`config.mk`:
```
export PLATFORM = sky130hd
export DESIGN_NAME = osd_mam_dii_rx_flat
export DESIGN_NICKNAME = d
export VERILOG_FILES = /design/src/rtl/osd_mam_dii_rx_pkg.sv /design/src/rtl/osd_mam_dii_rx_if.sv /design/src/rtl/osd_mam_word_pack.sv /design/src/rtl/osd_mam_dii_rx.sv /design/src/flat_wrapper.sv
export SDC_FILE = /design/constraint.sdc
export NUM_CORES = 1
export LEC_CHECK = 0
export ABC_AREA = 1
export BUFFER_PORTS_ARGS = -buffer_cell sky130_fd_sc_hd__buf_2
export CORE_AREA = 2 2 104 106
export DETAILED_ROUTE_END_ITERATION = 8
export DIE_AREA = 0 0 106 108
export PLACE_DENSITY = 0.85
export SLEW_MARGIN = 25
export SYNTH_ARGS = -nofsm -noshare
export SYNTH_HDL_FRONTEND = slang
export SYNTH_SLANG_ARGS = --single-unit
```
`constraint.sdc`:
```
create_clock -name clk -period 1.55 [get_ports clk]
set_input_delay 0.0775 -clock clk [delete_from_list [all_inputs] [get_ports clk]]
set_output_delay 0.0775 -clock clk [all_outputs]
set_load 0.005 [all_outputs]
```
`src/rtl/osd_mam_dii_rx_pkg.sv`:
```
// Shared definitions for the MAM DII ingress engine: header fields, FSM states, beat packing.
package osd_mam_dii_rx_pkg;

  localparam int unsigned MAM_RW        = 15;
  localparam int unsigned MAM_BURST     = 14;
  localparam int unsigned MAM_BEATS_MSB = 13;

  typedef enum logic [3:0] {
    StIdle,
    StSrc,
    StHdr,
    StAddr,
    StReq,
    StData,
    StContDest,
    StContSrc,
    StDrop
  } mam_rx_state_t;

  function automatic int unsigned flits_per_word(int unsigned dw);
    return dw / 16;
  endfunction

endpackage

```
`src/rtl/osd_mam_dii_rx_if.sv`:
```
// Debug-ring ingress plus memory request/write-beat signals of the MAM DII receiver.
interface osd_mam_dii_rx_if #(
  parameter int unsigned DATA_WIDTH = 16,
  parameter int unsigned ADDR_WIDTH = 32
);
  logic [15:0]             debug_in_data;
  logic                    debug_in_valid;
  logic                    debug_in_last;
  logic                    debug_in_ready;
  logic                    req_valid;
  logic                    req_ready;
  logic                    req_rw;
  logic [ADDR_WIDTH-1:0]   req_addr;
  logic                    req_burst;
  logic [13:0]             req_beats;
  logic                    write_valid;
  logic [DATA_WIDTH-1:0]   write_data;
  logic [DATA_WIDTH/8-1:0] write_strb;
  logic                    write_ready;
  logic                    err;

  modport master (
    input  debug_in_data, debug_in_valid, debug_in_last, req_ready, write_ready,
    output debug_in_ready, req_valid, req_rw, req_addr, req_burst, req_beats,
    output write_valid, write_data, write_strb, err
  );

  modport slave (
    output debug_in_data, debug_in_valid, debug_in_last, req_ready, write_ready,
    input  debug_in_ready, req_valid, req_rw, req_addr, req_burst, req_beats,
    input  write_valid, write_data, write_strb, err
  );
endinterface

```
`src/rtl/osd_mam_word_pack.sv`:
```
// Packs 16-bit flits into a DATA_WIDTH beat, first flit in the most-significant position.
module osd_mam_word_pack import osd_mam_dii_rx_pkg::*; #(
  parameter int unsigned DATA_WIDTH = 16
) (
  input  logic                  clk_i,
  input  logic                  rst_ni,
  input  logic                  clear_i,
  input  logic                  push_i,
  input  logic [15:0]           flit_i,
  output logic [DATA_WIDTH-1:0] beat_o,
  output logic                  complete_o
);
  localparam int unsigned Fpw = flits_per_word(DATA_WIDTH);

  logic [2:0] cnt_q, cnt_d;

  // complete_o means a push in this cycle finishes the beat on beat_o.
  assign complete_o = (cnt_q == 3'(Fpw - 1));

  always_comb begin
    cnt_d = cnt_q;
    if (clear_i) begin
      cnt_d = '0;
    end else if (push_i) begin
      cnt_d = complete_o ? 3'd0 : cnt_q + 3'd1;
    end
  end

  always_ff @(posedge clk_i or negedge rst_ni) begin
    if (!rst_ni) cnt_q <= '0;
    else         cnt_q <= cnt_d;
  end

  if (DATA_WIDTH > 16) begin : g_wide
    logic [DATA_WIDTH-17:0] acc_q;
    always_ff @(posedge clk_i or negedge rst_ni) begin
      if (!rst_ni)      acc_q <= '0;
      else if (clear_i) acc_q <= '0;
      else if (push_i)  acc_q <= beat_o[DATA_WIDTH-17:0];
    end
    assign beat_o = {acc_q, flit_i};
  end else begin : g_narrow
    assign beat_o = flit_i;
  end

endmodule

```
`src/rtl/osd_mam_dii_rx.sv`:
```
// MAM DII ingress: parses write/read packets into one memory request plus packed write beats.
module osd_mam_dii_rx import osd_mam_dii_rx_pkg::*; #(
  parameter int unsigned DATA_WIDTH  = 16,
  parameter int unsigned ADDR_WIDTH  = 32,
  parameter int unsigned MAX_PKT_LEN = 8
) (
  input logic              clk,
  input logic              rst,
  osd_mam_dii_rx_if.master bus
);
  localparam int unsigned StrbW     = DATA_WIDTH / 8;
  localparam int unsigned AddrFlits = ADDR_WIDTH / 16;
  localparam int unsigned LenW      = $clog2(MAX_PKT_LEN + 2);

  mam_rx_state_t state_q, state_d;
  logic                  rdy_en_q;
  logic                  rw_q, rw_d, burst_q, burst_d, drop_after_q, drop_after_d;
  logic [13:0]           beats_q, beats_d, left_q, left_d;
  logic [StrbW-1:0]      strb_q, strb_d;
  logic [ADDR_WIDTH-1:0] addr_q, addr_d, addr_next;
  logic [7:0]            addr_cnt_q, addr_cnt_d;
  logic [DATA_WIDTH-1:0] wdata_q, wdata_d, beat;
  logic                  wvalid_q, wvalid_d, err_q, err_d;
  logic [LenW-1:0]       len_q, len_d;
  logic                  rdy, accept, push, beat_done, last, write_stall, pkt_start;
  logic [15:0]           flit;

  assign flit        = bus.debug_in_data;
  assign last        = bus.debug_in_last;
  assign write_stall = wvalid_q && !bus.write_ready;
  assign pkt_start   = (state_q == StIdle) || (state_q == StContDest);

  if (ADDR_WIDTH > 16) begin : g_addr_wide
    assign addr_next = {addr_q[ADDR_WIDTH-17:0], flit};
  end else begin : g_addr_narrow
    assign addr_next = flit;
  end

  // A new beat may only be loaded once the previous one has been handed off.
  always_comb begin
    rdy = 1'b1;
    unique case (state_q)
      StIdle, StData: rdy = !write_stall;
      StReq:          rdy = 1'b0;
      default:        rdy = 1'b1;
    endcase
    rdy = rdy && rdy_en_q;
  end

  assign accept = bus.debug_in_valid && rdy;
  assign push   = accept && (state_q == StData);

  osd_mam_word_pack #(
    .DATA_WIDTH(DATA_WIDTH)
  ) u_pack (
    .clk_i     (clk),
    .rst_ni    (rst),
    .clear_i   (state_q != StData),
    .push_i    (push),
    .flit_i    (flit),
    .beat_o    (beat),
    .complete_o(beat_done)
  );

  always_comb begin
    state_d      = state_q;
    rw_d         = rw_q;
    burst_d      = burst_q;
    beats_d      = beats_q;
    strb_d       = strb_q;
    addr_d       = addr_q;
    addr_cnt_d   = addr_cnt_q;
    drop_after_d = drop_after_q;
    left_d       = left_q;
    wdata_d      = wdata_q;
    wvalid_d     = wvalid_q && !bus.write_ready;
    len_d        = len_q;
    err_d        = 1'b0;

    if (accept) begin
      if (pkt_start) begin
        len_d = LenW'(1);
      end else if (len_q != LenW'(MAX_PKT_LEN + 1)) begin
        len_d = len_q + LenW'(1);
      end
      // Fires once: the counter saturates one past the limit.
      if (!pkt_start && len_q == LenW'(MAX_PKT_LEN)) err_d = 1'b1;
    end

    unique case (state_q)
      StIdle: if (accept) begin
        if (last) err_d = 1'b1;
        else      state_d = StSrc;
      end
      StSrc: if (accept) begin
        if (last) begin
          err_d   = 1'b1;
          state_d = StIdle;
        end else begin
          state_d = StHdr;
        end
      end
      StHdr: if (accept) begin
        rw_d         = flit[MAM_RW];
        burst_d      = flit[MAM_BURST];
        beats_d      = flit[MAM_BURST] ? flit[MAM_BEATS_MSB:0] : 14'd1;
        strb_d       = flit[MAM_BURST] ? '1 : flit[StrbW-1:0];
        addr_cnt_d   = '0;
        drop_after_d = 1'b0;
        if (last) begin
          err_d   = 1'b1;
          state_d = StIdle;
        end else if (flit[MAM_BURST] && flit[MAM_BEATS_MSB:0] == '0) begin
          err_d   = 1'b1;
          state_d = StDrop;
        end else begin
          state_d = StAddr;
        end
      end
      StAddr: if (accept) begin
        addr_d     = addr_next;
        addr_cnt_d = addr_cnt_q + 8'd1;
        if (addr_cnt_q == 8'(AddrFlits - 1)) begin
          if (rw_q && last) begin
            err_d   = 1'b1;
            state_d = StIdle;
          end else begin
            state_d = StReq;
            if (!rw_q && !last) begin
              err_d        = 1'b1;
              drop_after_d = 1'b1;
            end
          end
        end else if (last) begin
          err_d   = 1'b1;
          state_d = StIdle;
        end
      end
      StReq: if (bus.req_ready) begin
        left_d  = beats_q;
        state_d = rw_q ? StData : (drop_after_q ? StDrop : StIdle);
      end
      StData: if (push) begin
        if (beat_done) begin
          wdata_d  = beat;
          wvalid_d = 1'b1;
          left_d   = left_q - 14'd1;
          if (left_q == 14'd1) begin
            state_d = last ? StIdle : StDrop;
            err_d   = err_d || !last;
          end else if (last) begin
            state_d = StContDest;
          end
        end else if (last) begin
          // Words may not span packets; the partial beat is discarded.
          err_d   = 1'b1;
          state_d = StIdle;
        end
      end
      StContDest, StContSrc: if (accept) begin
        if (last) begin
          err_d   = 1'b1;
          state_d = StIdle;
        end else begin
          state_d = (state_q == StContDest) ? StContSrc : StData;
        end
      end
      StDrop: if (accept && last) state_d = StIdle;
      default: state_d = StIdle;
    endcase
  end

  always_ff @(posedge clk or negedge rst) begin
    if (!rst) begin
      state_q      <= StIdle;
      rdy_en_q     <= 1'b0;
      rw_q         <= 1'b0;
      burst_q      <= 1'b0;
      beats_q      <= '0;
      strb_q       <= '0;
      addr_q       <= '0;
      addr_cnt_q   <= '0;
      drop_after_q <= 1'b0;
      left_q       <= '0;
      wdata_q      <= '0;
      wvalid_q     <= 1'b0;
      len_q        <= '0;
      err_q        <= 1'b0;
    end else begin
      state_q      <= state_d;
      rdy_en_q     <= 1'b1;
      rw_q         <= rw_d;
      burst_q      <= burst_d;
      beats_q      <= beats_d;
      strb_q       <= strb_d;
      addr_q       <= addr_d;
      addr_cnt_q   <= addr_cnt_d;
      drop_after_q <= drop_after_d;
      left_q       <= left_d;
      wdata_q      <= wdata_d;
      wvalid_q     <= wvalid_d;
      len_q        <= len_d;
      err_q        <= err_d;
    end
  end

  assign bus.debug_in_ready = rdy;
  assign bus.req_valid      = (state_q == StReq);
  assign bus.req_rw         = rw_q;
  assign bus.req_addr       = addr_q;
  assign bus.req_burst      = burst_q;
  assign bus.req_beats      = beats_q;
  assign bus.write_valid    = wvalid_q;
  assign bus.write_data     = wdata_q;
  assign bus.write_strb     = strb_q;
  assign bus.err            = err_q;

endmodule
```
`src/flat_wrapper.sv`:
```
// flat-port wrapper written by rule: the top's interface ports become plain ports
module osd_mam_dii_rx_flat import osd_mam_dii_rx_pkg::*;
#(
  parameter int unsigned DATA_WIDTH  = 16,
  parameter int unsigned ADDR_WIDTH  = 32,
  parameter int unsigned MAX_PKT_LEN = 8
)
  (clk, rst, bus_debug_in_data, bus_debug_in_valid, bus_debug_in_last, bus_req_ready, bus_write_ready, bus_debug_in_ready, bus_req_valid, bus_req_rw, bus_req_addr, bus_req_burst, bus_req_beats, bus_write_valid, bus_write_data, bus_write_strb, bus_err);
  osd_mam_dii_rx_if #(.DATA_WIDTH(DATA_WIDTH), .ADDR_WIDTH(ADDR_WIDTH)) bus_i ();
  input logic clk;
  input logic rst;
  input wire logic [$bits(bus_i.debug_in_data)-1:0] bus_debug_in_data;
  input wire logic [$bits(bus_i.debug_in_valid)-1:0] bus_debug_in_valid;
  input wire logic [$bits(bus_i.debug_in_last)-1:0] bus_debug_in_last;
  input wire logic [$bits(bus_i.req_ready)-1:0] bus_req_ready;
  input wire logic [$bits(bus_i.write_ready)-1:0] bus_write_ready;
  output wire logic [$bits(bus_i.debug_in_ready)-1:0] bus_debug_in_ready;
  output wire logic [$bits(bus_i.req_valid)-1:0] bus_req_valid;
  output wire logic [$bits(bus_i.req_rw)-1:0] bus_req_rw;
  output wire logic [$bits(bus_i.req_addr)-1:0] bus_req_addr;
  output wire logic [$bits(bus_i.req_burst)-1:0] bus_req_burst;
  output wire logic [$bits(bus_i.req_beats)-1:0] bus_req_beats;
  output wire logic [$bits(bus_i.write_valid)-1:0] bus_write_valid;
  output wire logic [$bits(bus_i.write_data)-1:0] bus_write_data;
  output wire logic [$bits(bus_i.write_strb)-1:0] bus_write_strb;
  output wire logic [$bits(bus_i.err)-1:0] bus_err;
  assign bus_i.debug_in_data = bus_debug_in_data;
  assign bus_i.debug_in_valid = bus_debug_in_valid;
  assign bus_i.debug_in_last = bus_debug_in_last;
  assign bus_i.req_ready = bus_req_ready;
  assign bus_i.write_ready = bus_write_ready;
  assign bus_debug_in_ready = bus_i.debug_in_ready;
  assign bus_req_valid = bus_i.req_valid;
  assign bus_req_rw = bus_i.req_rw;
  assign bus_req_addr = bus_i.req_addr;
  assign bus_req_burst = bus_i.req_burst;
  assign bus_req_beats = bus_i.req_beats;
  assign bus_write_valid = bus_i.write_valid;
  assign bus_write_data = bus_i.write_data;
  assign bus_write_strb = bus_i.write_strb;
  assign bus_err = bus_i.err;
  osd_mam_dii_rx #(.DATA_WIDTH(DATA_WIDTH), .ADDR_WIDTH(ADDR_WIDTH), .MAX_PKT_LEN(MAX_PKT_LEN)) u_core (.clk(clk), .rst(rst), .bus(bus_i));
endmodule
```
Yosys cells after proc, flatten, opt, wreduce, memory -nomap -nowiden
Cells that the tools add are included.
{ "word_totals": {"out_inout_bits": 70, "wordCells": 143, "ff_bits": 103} }
{ "op_classes": {"n_reduce_logical": 34, "n_mux": 63, "addsub": 4, "n_eq_ne": 27} }
{ "op_table": {"columns": ["op", "n"], "rows": [
  ["two-way mux 4 bit", 22],
  ["two-way mux 14 bit", 4],
  ["one-hot mux 4 bit (8 select lines)", 1],
  ["one-hot mux 14 bit (2 select lines)", 1],
  ["two-way mux 1 bit", 22],
  ["!= test 2 x 1 -> 1 bit, second input constant", 9],
  ["== test 4 x 3 -> 1 bit, second input constant", 4],
  ["two-way mux 8 bit", 2],
  ["one-hot mux 8 bit (2 select lines)", 1],
  ["== test 14 x 1 -> 1 bit, second input constant", 1],
  ["logical NOT 14 bit", 1],
  ["subtractor 14 x 1 -> 14 bit, second input constant", 1],
  ["two-way mux 3 bit", 4],
  ["AND reduction 10 bit", 1],
  ["logical AND 1 bit", 9],
  ["adder 8 x 1 -> 8 bit, second input constant", 1],
  ["== test 4 x 2 -> 1 bit, second input constant", 2],
  ["== test 4 bit, second input constant", 2],
  ["== test 8 x 1 -> 1 bit, second input constant", 1],
  ["!= test 2 bit, second input constant", 4],
  ["!= test 4 bit, second input constant", 2],
  ["nonzero test 2 bit", 4],
  ["two-way mux 2 bit", 3],
  ["AND reduction 2 bit", 3],
  ["15 further kinds", 23]
]} }

Longest topological paths before layout
Gate-level depths: netlist of run 1.
{ "logic_depth": {"ltp_word": 12, "depth_mapped": 12, "depth_no_buf": 12} }

By module
Synthesis of run 1 repeated with hierarchy kept, for this count alone.
{ "hier_totals": {"cells_unflattened": 617, "area_unflattened_um2": 5177.5} }
{ "by_module_without_submodules": {"columns": ["mod", "area_per_inst_um2", "seq_area_each_um2", "cells_each", "n_inst"], "rows": [
  ["osd_mam_dii_rx", 4854.7, 2502.4, 573, 1],
  ["osd_mam_word_pack", 322.8, 75.1, 44, 1]
]} }

Least setup slack after synthesis of run 1
No wires, ideal clock.
{ "synth_path": {"path_kind": "register to register", "start": "register u_core.state_q[2]", "end": "register u_core.left_q[1]", "path_slack_ps": -170, "arrival_ps": 1595, "setup_time_ps": 125, "required_ps": 1425, "n_path_buf": 1, "stages_incl_launch_ff": 12, "path_cell_list": "dfrtp_1 -> nor2_1 -> nand2_1 -> nand2_2 -> nand2_4 -> nand3_4 -> inv_4 -> nand2_4 -> nand2_4 -> buf_6 -> o211ai_2 -> o21ai_1"} }
{ "synth_via": {"elab_chain_cells": 8} }
{ "synth_rtl": {"columns": ["item", "line", "text"], "rows": [
  ["start, declared", "osd_mam_dii_rx.sv:15", "mam_rx_state_t state_q, state_d;"],
  ["start signal, assigned", "osd_mam_dii_rx.sv:175", "state_q <= StIdle;"],
  ["start signal, assigned", "osd_mam_dii_rx.sv:190", "state_q <= state_d;"],
  ["== test 4 x 3 -> 1 bit or logical NOT 4 bit (tied branches)", "osd_mam_dii_rx.sv:42, osd_mam_dii_rx.sv:51, osd_mam_dii_rx.sv:90", null],
  ["OR reduction 2 bit", "osd_mam_dii_rx.sv:42", "unique case (state_q)"],
  ["one-hot mux 1 bit (2 select lines)", "osd_mam_dii_rx.sv:42", null],
  ["logical AND 1 bit", "osd_mam_dii_rx.sv:47", "rdy = rdy && rdy_en_q;"],
  ["logical AND 1 bit", "osd_mam_dii_rx.sv:50", "assign accept = bus.debug_in_valid && rdy;"],
  ["logical AND 1 bit", "osd_mam_dii_rx.sv:51", "assign push = accept && (state_q == StData);"],
  ["!= test 2 x 1 -> 1 bit (no line)", null, null],
  ["AND reduction 4 bit (no line)", null, null],
  ["end signal, assigned", "osd_mam_dii_rx.sv:199", "left_q <= left_d;"],
  ["end, declared", "osd_mam_dii_rx.sv:18", "logic [13:0] beats_q, beats_d, left_q, left_d;"]
]} }
Several ways; a longest one is shown, not always the timed one.
A chain may end at the register's enable or synchronous reset.

Worst setup path in the final report of run 1
{ "layout_path": {"start": "register u_core.state_q[1]", "end": "register u_core.err_q (netlist: u_core.bus.err)"} }
{ "layout_via": {"elab_chain_cells": 11} }
{ "layout_rtl": {"columns": ["item", "line", "text"], "rows": [
  ["== test 4 x 3 -> 1 bit, or another cell as far along", "osd_mam_dii_rx.sv:42, osd_mam_dii_rx.sv:51, osd_mam_dii_rx.sv:90", null],
  ["OR reduction 2 bit or logical OR 1 bit (tied branches)", "osd_mam_dii_rx.sv:42, osd_mam_dii_rx.sv:31", null],
  ["one-hot mux 1 bit (2 select lines) or logical NOT 1 bit (tied branches)", "osd_mam_dii_rx.sv:42, osd_mam_dii_rx.sv:87", null],
  ["logical AND 1 bit (on tied branches)", "osd_mam_dii_rx.sv:47, osd_mam_dii_rx.sv:87", null],
  ["logical AND 1 bit or two-way mux 1 bit (tied branches)", "osd_mam_dii_rx.sv:50, osd_mam_dii_rx.sv:87", null],
  ["two-way mux 1 bit", "osd_mam_dii_rx.sv:80", "if (accept) begin"],
  ["two-way mux 1 bit or logical OR 1 bit (tied branches)", "osd_mam_dii_rx.sv:129, osd_mam_dii_rx.sv:150", null],
  ["two-way mux 1 bit (on tied branches)", "osd_mam_dii_rx.sv:124, osd_mam_dii_rx.sv:148", null],
  ["two-way mux 1 bit (on tied branches)", "osd_mam_dii_rx.sv:123, osd_mam_dii_rx.sv:144", null],
  ["two-way mux 1 bit (on tied branches)", "osd_mam_dii_rx.sv:120, osd_mam_dii_rx.sv:143", null],
  ["one-hot mux 1 bit (4 select lines) (*)", "osd_mam_dii_rx.sv:90", "unique case (state_q)"],
  ["net u_core.err_d", "osd_mam_dii_rx.sv:23", "logic wvalid_q, wvalid_d, err_q, err_d;"],
  ["end signal, assigned", "osd_mam_dii_rx.sv:203", "err_q <= err_d;"],
  ["end, declared", "osd_mam_dii_rx.sv:23", null]
]} }
Mark *: on every way through the listed nets, which the timed path passes. The rest lies on a longest branch.

==> results of run 1 <==
[layout by cell type (no fill, tap or decap), types with 7 or more instances in the layout]
cell and n:
sky130_fd_sc_hd__inv_2 10, sky130_fd_sc_hd__buf_12 10, sky130_fd_sc_hd__ha_1 8, sky130_fd_sc_hd__buf_4 64, sky130_fd_sc_hd__o21ai_0 14, sky130_fd_sc_hd__buf_8 8, sky130_fd_sc_hd__nand3_2 7, sky130_fd_sc_hd__clkbuf_8 9
sky130_fd_sc_hd__o21ai_1 20, sky130_fd_sc_hd__nand2_1 84, sky130_fd_sc_hd__nor2_4 15, sky130_fd_sc_hd__xor2_1 7, sky130_fd_sc_hd__nand2_4 38, sky130_fd_sc_hd__nand3_1 29, sky130_fd_sc_hd__buf_6 26, sky130_fd_sc_hd__o22ai_2 11
sky130_fd_sc_hd__nand4_1 11, sky130_fd_sc_hd__nand2_2 48, sky130_fd_sc_hd__nor3_1 7, sky130_fd_sc_hd__nor2_1 24, sky130_fd_sc_hd__dfrtp_1 100, sky130_fd_sc_hd__inv_1 52, sky130_fd_sc_hd__buf_2 89, sky130_fd_sc_hd__o21ai_2 43
[layer usage]
metal  wire length, um  vias up
li1                  -     2394
met1              7288     2725
met2              9916      439
met3              2130      151
met4              1605        0
met5                 0        -
[registers in the layout, summed over array words and instances (netlist names)]
signal / cells
u_core.addr_cnt_q: 8
u_core.rdy_en_q: 1
u_core.drop_after_q: 1
u_core.bus.req_rw: 1
u_core.bus.req_addr: 32
u_core.bus.req_burst: 1
u_core.state_q: 4
u_core.bus.req_beats: 14
u_core.left_q: 14
u_core.len_q: 4
u_core.bus.write_strb: 2
u_core.bus.write_valid: 1
u_core.bus.err: 1
u_core.bus.write_data: 16
u_core.u_pack.cnt_q: 3
[worst max-delay path: stages (launching register included)]
cell	delay, ns
sky130_fd_sc_hd__dfrtp_2	0.47
sky130_fd_sc_hd__nor2_4	0.16
sky130_fd_sc_hd__nand2_2	0.10
sky130_fd_sc_hd__nand2_4	0.08
sky130_fd_sc_hd__nand2_4	0.06
sky130_fd_sc_hd__buf_6	0.14
sky130_fd_sc_hd__buf_4	0.13
sky130_fd_sc_hd__nand4_1	0.14
sky130_fd_sc_hd__nand3_1	0.12
sky130_fd_sc_hd__nand2_1	0.14
sky130_fd_sc_hd__nand2_1	0.06
sky130_fd_sc_hd__nor2_1	0.10
sky130_fd_sc_hd__nand2_1	0.05
[where the power goes]
| part | leakage, nW | switching (mW) | internal, mW |
|---|---|---|---|
| clock network | 0.0949 | 1.11 | 0.621 |
| logic | 2.67 | 3.49 | 2.86 |
| registers | 1.34 | 1.09 | 3.59 |
| total | 4.11 | 5.68 | 7.07 |
[layout make-up]
type	instances	area [um^2]	area share (%)
repair buffers	210	1784	22.03
inverters	67	279.0	3.446
multi-input cells	415	3085	38.10
clock buffers	9	123.9	1.530
clock inverters	7	66.31	0.8189
repair inverters	1	7.507	0.09271
flip-flops and latches	103	2581	31.88
well taps	136	170.2	2.101
[per-stage QoR]
step / hold WS [ns] / total power, mW / cell area (um^2) / std cells / util (%)
2_1_floorplan: -0.2181 / 6.462 / 5060 / 596 / -
3_3_place_gp: 0.06270 / 8.321 / 6150 / 874 / 60.11
3_5_place_dp: 0.06691 / 8.523 / 6150 / 874 / 60.11
4_1_cts: 0.001565 / 11.22 / 7330 / 931 / 71.64
5_1_grt: 0.005975 / 13.27 / 8098 / 948 / 79.15
6_report: -0.0002125 / 12.76 / 8098 / 948 / 79.15
[logic make-up (layout without fill, tap and decap cells)]
| logic type | after synthesis | in the layout | share of synthesized area (%) |
|---|---|---|---|
| AO/OA/AOI/OAI | 111 | 112 | 13.28 |
| AND/OR/NAND/NOR | 279 | 284 | 24.64 |
| other | 1 | 1 | 0.07469 |
| flip-flops | 103 | 103 | 51.33 |
| buffers and inverters | 84 | 294 | 6.853 |
| XOR/XNOR | 9 | 9 | 1.570 |
| adder cells (fa/ha/maj) | 9 | 9 | 2.243 |
[timing repair]
action	in CTS	in global routing
gates resized for setup	156	181
setup endpoints to repair	100	104
buffers inserted	23	18
hold buffers	6	0
endpoints found under the hold margin	39	0
pin swaps	30	32
gates cloned	12	4
[how the worst max path moves through the flow]
stage	to	start	slack, ns
5_1_grt	u_core.bus.err	u_core.state_q[2]	-0.44
2_1_floorplan	u_core.left_q[1]	u_core.state_q[1]	-0.08
3_5_place_dp	u_core.left_q[11]	u_core.u_pack.cnt_q[1]	-0.20
6_report	u_core.bus.err	u_core.state_q[1]	-0.30
3_3_place_gp	u_core.left_q[8]	u_core.state_q[1]	-0.14
4_1_cts	u_core.state_q[0]	u_core.state_q[0]	-0.19
==> impl_metrics.yaml, run 1 <==
global_route:
  grt.met2_usage_pct: 53.36
  grt_max_degree: 37
  grt_overflow_total: 0
  gr-max-usage-layer: "met2"
  met1_track_utilization_from_global_routing_pct: 36.56
  grt_pass1_wl_mm: 27.57
  antenna_found_initial: 0
  vias_in_the_first_global_route: 5495
  grt_met3_usage_pct: 5.365
  grt.total_usage_pct: 31.13
synthesis:
  synth.lib_cells_used.distinct: 38
  mappedNetlistArea_mm2: 0.005021
  synth-seq-area-share_pct: 51.33
  synth_largest_type_area_fraction_pct: 51.33
  yosys_register_bits: 103
  synth_ff_type: "sky130_fd_sc_hd__dfrtp_1"
  post_synth_top_area_cell: "sky130_fd_sc_hd__dfrtp_1"
  synth-edff-count: 0
  async_flop_share_pct: 100.0
  synth.most_common_cell: "sky130_fd_sc_hd__nand2_1"
  avgSynthCellArea_um2: 8.425
  synth_area_leaders: "sky130_fd_sc_hd__dfrtp_1, sky130_fd_sc_hd__nand2_1, sky130_fd_sc_hd__o21ai_0"
  synth_common_cells: "sky130_fd_sc_hd__nand2_1, sky130_fd_sc_hd__dfrtp_1, sky130_fd_sc_hd__inv_1, sky130_fd_sc_hd__o21ai_0, sky130_fd_sc_hd__nor2_1"
  synthCells: 596
  yosysWarningCount: 0
  syn-num-nets: 627
power:
  vdd.ir_drop.worst_v: 0.0008954
  pwr_density_cell_mw_per_mm2: 1575
  leakagePower_nw: 4.107
clock_tree:
  cts_buffers: 9
  clock_tree.buffer_depth: 2
  cts_sinks: 103
  cts_root_buffer: "sky130_fd_sc_hd__clkbuf_8"
  clock_pin_slew_of_the_registers_on_the_worst_case_setup_and_hold_paths_ns: 0.11
  clk_latency_ns: 0.40
  tritoncts_clock_tree: "yes"
  cts.htree.levels: 3
outcome:
  violations: "hold timing, setup timing"
  result_of_the_run: "complete, but fails checks"
setup_path:
  worst_r2r_endpoint: "u_core.bus.err"
  critPathKind: "flip-flop to flip-flop"
  critical_path.reg2reg.startpoint: "u_core.state_q[1]"
  worst-r2r-cell-count: 12
  crit_path_max_fanout: 4
  timing.reg2reg.setup_slack_ns: -0.30
  worstPathRequired_ns: 1.85
  worst-endpoint-arrival_ns: 2.16
  timing.critical_path.to_type: "flip-flop"
  start_kind: "flip-flop"
routing:
  detail_route.wl_per_cell_um: 22.09
  route.detailed.vias_per_inst: 6.022
  post_route_drc_violation_count: 0
  detailedRoute.firstIterationViolations: 502
  vias_after_detailed_routing: 5709
  drt_first_pass_iters: 5
  drt_wl_total_mm: 20.94
  antenna_violating_nets_post_route: 0
min_path:
  holdPathStages: 3
  worstHoldEndpoint: "u_core.bus.req_addr[8]"
  holdCritStartpoint: "bus_debug_in_data[8]"
  min_path_type: "input pin to flip-flop"
place:
  detailedPlacementHpwl_mm: 10.26
  placement.io_buffers: 91
  gp_routability_congestion: 0.9183
  preCtsSetupSlack_ns: -0.2022
timing:
  hold_viol: 1
  maxClockFrequency_mhz: 539.2
  postLayoutSetupSlackWorst_ns: -0.3044
  final.setup.tns_ns: -16.89
  rsz0062_at_grt: "yes"
  skew_ns: 0.01985
  slew_violations: 0
  report.final.setup_viol: 102
  period_minus_slack_ns: 1.854
  final_hold_slack_ns: -0.0002125
  min_period_over_period_pct: 119.6
layout:
  area.growth.synth_to_final_pct: 61.28
  layout.filler_cells: 534
  insertedDiodeCount: 0
  finalNetCount: 838
  drive_above_1_share_pct: 53.94
floorplan:
  die_area_mm2: 0.01145
  rows: 37
  chipWidth_um: 106
  fp.dieH_um: 108
  io_pins: 92
  initial_cell_density_of_the_core_pct: 49.08
  coreArea_mm2: 0.01023
job:
  number_of_maximum_capacitance_constraint_violations: 0
No activity file was read; power rests on OpenSTA's default activity.
==> inputs of run 2 (changes only) <==
--- a/config.mk
+++ b/config.mk
@@ -5,12 +5,13 @@
 export SDC_FILE = /design/constraint.sdc
 export NUM_CORES = 1
 export LEC_CHECK = 0
-export ABC_AREA = 1
 export BUFFER_PORTS_ARGS = -buffer_cell sky130_fd_sc_hd__buf_2
 export CORE_AREA = 2 2 104 106
 export DETAILED_ROUTE_END_ITERATION = 8
 export DIE_AREA = 0 0 106 108
-export PLACE_DENSITY = 0.85
+export GPL_TIMING_DRIVEN = 0
+export HOLD_SLACK_MARGIN = 0.05
+export PLACE_DENSITY = 0.86
 export SLEW_MARGIN = 25
 export SYNTH_ARGS = -nofsm -noshare
 export SYNTH_HDL_FRONTEND = slang
==> impl_metrics.yaml, run 2 <==
global_route:
  grt_pass1_wl_mm: 28.01
  vias_in_the_first_global_route: 5082
  grt_overflow_total: 0
  antenna_found_initial: 0
  grt.total_usage_pct: 32.01
  grt_max_degree: 55
synthesis:
  syn-num-nets: 515
  mappedNetlistArea_mm2: 0.005091
  avgSynthCellArea_um2: 10.52
  async_flop_share_pct: 100.0
  synth-seq-area-share_pct: 50.63
  synthCells: 484
  synth_ff_type: "sky130_fd_sc_hd__dfrtp_1"
  synth-edff-count: 0
  synth.lib_cells_used.distinct: 66
  yosysWarningCount: 0
  synth.most_common_cell: "sky130_fd_sc_hd__dfrtp_1"
  synth_area_leaders: "sky130_fd_sc_hd__dfrtp_1, sky130_fd_sc_hd__mux2_2, sky130_fd_sc_hd__nand2_1"
  synth_common_cells: "sky130_fd_sc_hd__dfrtp_1, sky130_fd_sc_hd__mux2_2, sky130_fd_sc_hd__nand2_1, sky130_fd_sc_hd__nor2_1, sky130_fd_sc_hd__o21ai_0"
  synth_largest_type_area_fraction_pct: 50.63
  yosys_register_bits: 103
  post_synth_top_area_cell: "sky130_fd_sc_hd__dfrtp_1"
power:
  power_mw: 12.79
  leakagePower_nw: 3.576
  swShare_pct: 41.12
  sequential_cell_fraction_of_total_power_pct: 38.0
  pwr_density_cell_mw_per_mm2: 1690
  power.share.clock_pct: 14.5
  vdd.ir_drop.worst_v: 0.001040
  internal_power_mw: 7.528
  net-switching-power_mw: 5.258
  comb_power_share_pct: 47.4
routing:
  detail_route.wl_per_cell_um: 24.47
  antenna_violating_nets_post_route: 0
  drt_first_pass_iters: 6
  route.detailed.vias_per_inst: 6.508
  vias_after_detailed_routing: 5265
  post_route_drc_violation_count: 0
  drt_wl_total_mm: 19.80
  detailedRoute.firstIterationViolations: 574
layout:
  fin_util_pct: 73.96
  mostFrequentLayoutCell: "sky130_fd_sc_hd__dfrtp_1"
  drive_above_1_share_pct: 48.89
  insertedDiodeCount: 0
  stdcell_area_mm2: 0.007567
  largest_register_ffs: 32
  layout.filler_cells: 569
  area_taken_by_multi_input_logic_gates_mm2: 0.002880
  top_library_cells_by_usage_in_the_layout_fill_and_taps_aside: "sky130_fd_sc_hd__dfrtp_1, sky130_fd_sc_hd__buf_2, sky130_fd_sc_hd__buf_4"
  area.growth.synth_to_final_pct: 48.64
  finalNetCount: 699
  sequential_cell_area_mm2: 0.002584
timing:
  hold_viol: 0
  skew_ns: 0.01421
  final_hold_slack_ns: 0.1990
  period_minus_slack_ns: 2.015
  max-slew-margin-rel_pct: 60.49
  worst-slew-pin-transition_ns: 0.5904
  min_period_over_period_pct: 130.0
  report.final.setup_viol: 104
  maxClockFrequency_mhz: 496.4
  rsz0062_at_grt: "yes"
  slew_violations: 0
  postLayoutSetupSlackWorst_ns: -0.4647
job:
  number_of_maximum_capacitance_constraint_violations: 0
floorplan:
  rows: 37
  initial_cell_density_of_the_core_pct: 49.76
  die_area_mm2: 0.01145
  chipWidth_um: 106
  fp.dieH_um: 108
  io_pins: 92
  coreArea_mm2: 0.01023
outcome:
  result_of_the_run: "complete, but fails checks"
  violations: "setup timing"
place:
  preCtsSetupSlack_ns: -0.4996
  placement.io_buffers: 90
  detailedPlacementHpwl_mm: 10.12
  dpl-instance-area_mm2: 0.006057
  gp_routability_congestion: 0.9004
min_path:
  min_path_type: "input pin to asynchronous set/reset pin"
setup_path:
  worst-endpoint-arrival_ns: 2.29
  critPathKind: "flip-flop to flip-flop"
  critical_path.max_stage_delay_ns: 0.45
  critical_path.top_delay_family: "simple AND/OR/NAND/NOR gates"
  crit_path_max_fanout: 5
  start_kind: "flip-flop"
  cp_cell_sequence: "buf_6, buf_4, nor3_1, nand3_1, o221ai_4, mux2_4"
  critical_path_cell_count: 6
  worstPathRequired_ns: 1.83
  timing.critical_path.to_type: "flip-flop"
  cell_type_of_the_slowest_stage_on_the_worst_timing_path: "sky130_fd_sc_hd__dfrtp_1"
  worst-r2r-cell-count: 6
  worstPathBufferInverterCount: 2
clock_tree:
  cts_root_buffer: "sky130_fd_sc_hd__clkbuf_8"
  cts.htree.levels: 3
  cts_buffers: 9
  tritoncts_clock_tree: "yes"
  clock_pin_slew_of_the_registers_on_the_worst_case_setup_and_hold_paths_ns: 0.13
  clk_latency_ns: 0.38
  cts_sinks: 103
  clock_tree.buffer_depth: 2
[run 2: repair_timing]
| action | in CTS | in global routing |
|---|---|---|
| hold endpoints to repair | 93 | 1 |
| pin swaps | 9 | 25 |
| resized for setup | 66 | 59 |
| setup buffers | 39 | 19 |
| endpoints found under the setup margin | 104 | 104 |
| gates cloned | 5 | 1 |
| hold buffers | 19 | 2 |
[run 2: cell families after synthesis]
kind of cell	share of synthesized area, %
and+or+nand+nor	16.24
AOI/OAI and AO/OA	14.87
DFF	50.63
muxes	11.89
buffers and inverters	3.686
adders and majority gates	2.433
other	0.07366
xor gates and xnor gates	0.1721
[run 2: layout make-up]
| cell class | instances | area share [%] |
|---|---|---|
| Buffer | 28 | 4.018 |
| Clock inverter | 7 | 1.042 |
| Inverter | 14 | 0.7440 |
| Clock buffer | 9 | 1.637 |
| Tap cell | 136 | 2.249 |
| Sequential cell | 103 | 34.14 |
| Timing Repair Buffer | 176 | 18.11 |
| Multi-Input combinational cell | 336 | 38.06 |
[run 2: worst paths after layout]
path                                      endpoint                     from  slack [ns]
min in group clk                  u_core.left_q[2]            bus_req_ready        0.21
max                              u_core.state_q[1]        u_core.state_q[1]       -0.46
min reg2reg                u_core.bus.req_addr[30]  u_core.bus.req_addr[30]        0.52
min                                u_core.len_q[2]                      rst        0.20
max in group asynchronous      u_core.drop_after_q                      rst        0.71
max reg2reg                      u_core.state_q[1]        u_core.state_q[1]       -0.46
[run 2: routing by layer]
metal | vias to the layer above | routed length, um | global-route usage [%]
li1 | 2131 | - | -
met1 | 2558 | 6924 | 38.74
met2 | 456 | 9830 | 55.48
met3 | 120 | 1765 | 6.028
met5 | - | 0 | 0
met4 | 0 | 1279 | 15.41
[run 2: per-stage QoR]
stage,setup TNS [ns],cells
6_report,-34.02,809
5_1_grt,-37.56,809
4_1_cts,-27.87,789
3_5_place_dp,-34.57,711
3_3_place_gp,-96.45,710
2_1_floorplan,-14.28,484
[run 2: power groups by stage]
| stage | registers (mW) | clock network (mW) | logic, mW |
|---|---|---|---|
| final | 4.86 | 1.86 | 6.06 |
| after global routing | 4.90 | 1.94 | 6.39 |
| after CTS | 4.64 | 1.78 | 5.06 |
| after detailed placement | 4.65 | 0 | 4.23 |
| after global placement | 4.57 | 0 | 4.06 |
| after floorplan | 4.48 | 0 | 2.73 |
==> inputs of run 3 (changes only) <==
--- a/config.mk
+++ b/config.mk
@@ -11,6 +11,7 @@
 export DIE_AREA = 0 0 106 108
 export GPL_TIMING_DRIVEN = 0
 export HOLD_SLACK_MARGIN = 0.05
+export MAX_ROUTING_LAYER = met4
 export PLACE_DENSITY = 0.86
 export SLEW_MARGIN = 25
 export SYNTH_ARGS = -nofsm -noshare
==> impl_metrics.yaml, run 3 (synthesis results as in run 2) <==
outcome:
  result_of_the_run: "complete, but fails checks"
  violations: "setup timing"
clock_tree:
  cts_sinks: 103
  tritoncts_clock_tree: "yes"
  clock_pin_slew_of_the_registers_on_the_worst_case_setup_and_hold_paths_ns: 0.12
  clock_tree.buffer_depth: 2
  clk_latency_ns: 0.39
  cts_root_buffer: "sky130_fd_sc_hd__clkbuf_8"
  cts.htree.levels: 3
  cts_buffers: 9
floorplan:
  chipWidth_um: 106
  io_pins: 92
  die_area_mm2: 0.01145
  coreArea_mm2: 0.01023
  fp.dieH_um: 108
  initial_cell_density_of_the_core_pct: 49.76
  rows: 37
setup_path:
  timing.critical_path.to_type: "flip-flop"
  crit_path_max_fanout: 5
  worstPathRequired_ns: 1.83
  timing.critical_path.from: "u_core.state_q[1]"
  critical_path.reg2reg.startpoint: "u_core.state_q[1]"
  worst-endpoint-arrival_ns: 2.28
  critPathKind: "flip-flop to flip-flop"
  worst_r2r_endpoint: "u_core.state_q[1]"
  cp-endpoint: "u_core.state_q[1]"
  timing.reg2reg.setup_slack_ns: -0.45
  worst-r2r-cell-count: 6
  start_kind: "flip-flop"
layout:
  top_library_cells_by_usage_in_the_layout_fill_and_taps_aside: "sky130_fd_sc_hd__dfrtp_1, sky130_fd_sc_hd__buf_2, sky130_fd_sc_hd__buf_4"
  layout.filler_cells: 565
  insertedDiodeCount: 0
  stdcell_area_mm2: 0.007582
  largest_register_ffs: 32
  mostFrequentLayoutCell: "sky130_fd_sc_hd__dfrtp_1"
  area.growth.synth_to_final_pct: 48.93
  drive_above_1_share_pct: 52.17
  finalNetCount: 693
timing:
  rsz0062_at_grt: "yes"
  hold_viol: 0
  min_period_over_period_pct: 129.2
  report.final.setup_viol: 104
  skew_ns: 0.01727
  worst-slew-pin-transition_ns: 0.5668
  slew_violations: 0
  postLayoutSetupSlackWorst_ns: -0.4520
  final.setup.tns_ns: -34.01
  max-slew-margin-rel_pct: 62.21
  period_minus_slack_ns: 2.002
  maxClockFrequency_mhz: 499.5
global_route:
  grt_max_degree: 64
  grt_overflow_total: 0
  grt.total_usage_pct: 32.01
  antenna_found_initial: 0
  grt_pass1_wl_mm: 27.44
  vias_in_the_first_global_route: 4978
power:
  leakagePower_nw: 3.557
  pwr_density_cell_mw_per_mm2: 1680
  vdd.ir_drop.worst_v: 0.001136
routing:
  detailedRoute.firstIterationViolations: 622
  antenna_violating_nets_post_route: 0
  detail_route.wl_per_cell_um: 25.03
  drt_wl_total_mm: 20.10
  drt_first_pass_iters: 8
  route.detailed.vias_per_inst: 6.580
  post_route_drc_violation_count: 0
  vias_after_detailed_routing: 5284
job:
  number_of_maximum_capacitance_constraint_violations: 0
place:
  preCtsSetupSlack_ns: -0.4991
  placement.io_buffers: 90
  gp_routability_congestion: 0.9063
  detailedPlacementHpwl_mm: 10.06
  dpl-instance-area_mm2: 0.006057
min_path:
  min_path_type: "input pin to asynchronous set/reset pin"
-- run 3: cell count changes in the layout (fill, tap and decap cells not counted), sizes merged --
| cell | before | now |
|---|---|---|
| buf | 173 | 166 |
| clkbuf | 19 | 23 |
| dlygate4sd3 | 21 | 17 |
| inv | 19 | 16 |
| clkinv | 1 | 3 |
| a211o | 3 | 4 |
| clkinvlp | 1 | 2 |
-- run 3: what timing repair did --
item | in CTS | in global routing
gates cloned | 4 | 5
hold endpoints to repair | 151 | 0
resized for setup | 53 | 98
hold buffers | 17 | 0
setup buffers | 35 | 27
pin swaps | 17 | 32
setup endpoints to repair | 104 | 104
-- run 3: how the worst min path moves through the flow --
stage | from | to | slack, ns
floorplan | rst | u_core.addr_cnt_q[0] | -0.22
global placement | bus_debug_in_data[10] | u_core.bus.req_beats[10] | 0.35
detailed placement | rst | u_core.bus.err | 0.01
CTS | rst | u_core.bus.err | 0.17
global route | rst | u_core.bus.err | 0.22
finish | rst | u_core.bus.err | 0.16
-- run 3: metal layers --
metal	global-route usage [%]	vias up	part of all wire (%)
met2	53.27	470	49
li1	-	2121	-
met4	14.29	0	7.1
met1	38.49	2553	35
met5	-	-	0
met3	5.726	140	9.1
-- run 3: power breakdown --
part	internal (mW)	switching (mW)	leakage, nW
logic	3.16	2.90	2.12
clock network	0.622	1.10	0.0949
registers	3.69	1.26	1.34
-- run 3: final cells by class --
type / count / area (um^2) / share of cell area (%)
multi-input cells: 337 / 2972 / 39.19
flip-flops and latches: 103 / 2581 / 34.04
repair buffers: 169 / 1313 / 17.31
plain buffers: 28 / 300.3 / 3.960
well taps: 136 / 170.2 / 2.244
clock buffers: 9 / 123.9 / 1.634
clock inverters: 7 / 66.31 / 0.8746
inverters: 14 / 56.30 / 0.7426
-- run 3: critical path, stage by stage (launching register included) --
cell                        delay [ns]
sky130_fd_sc_hd__dfrtp_1          0.43
sky130_fd_sc_hd__buf_6            0.14
sky130_fd_sc_hd__nand4bb_1        0.34
sky130_fd_sc_hd__nor2_2           0.29
sky130_fd_sc_hd__a21boi_2         0.12
sky130_fd_sc_hd__o221ai_4         0.23
sky130_fd_sc_hd__mux2_4           0.34
-- run 3: through the flow --
stage               util [%]  total power [mW]  instances  hold slack, ns
finish                 74.11             12.74        803          0.1593
global route           74.11             13.18        803          0.2156
CTS                    68.88             11.27        779          0.1727
detailed placement     59.20             8.883        711        0.009866
global placement       58.87             8.639        710          0.3534
floorplan                  -             7.207        484         -0.2181
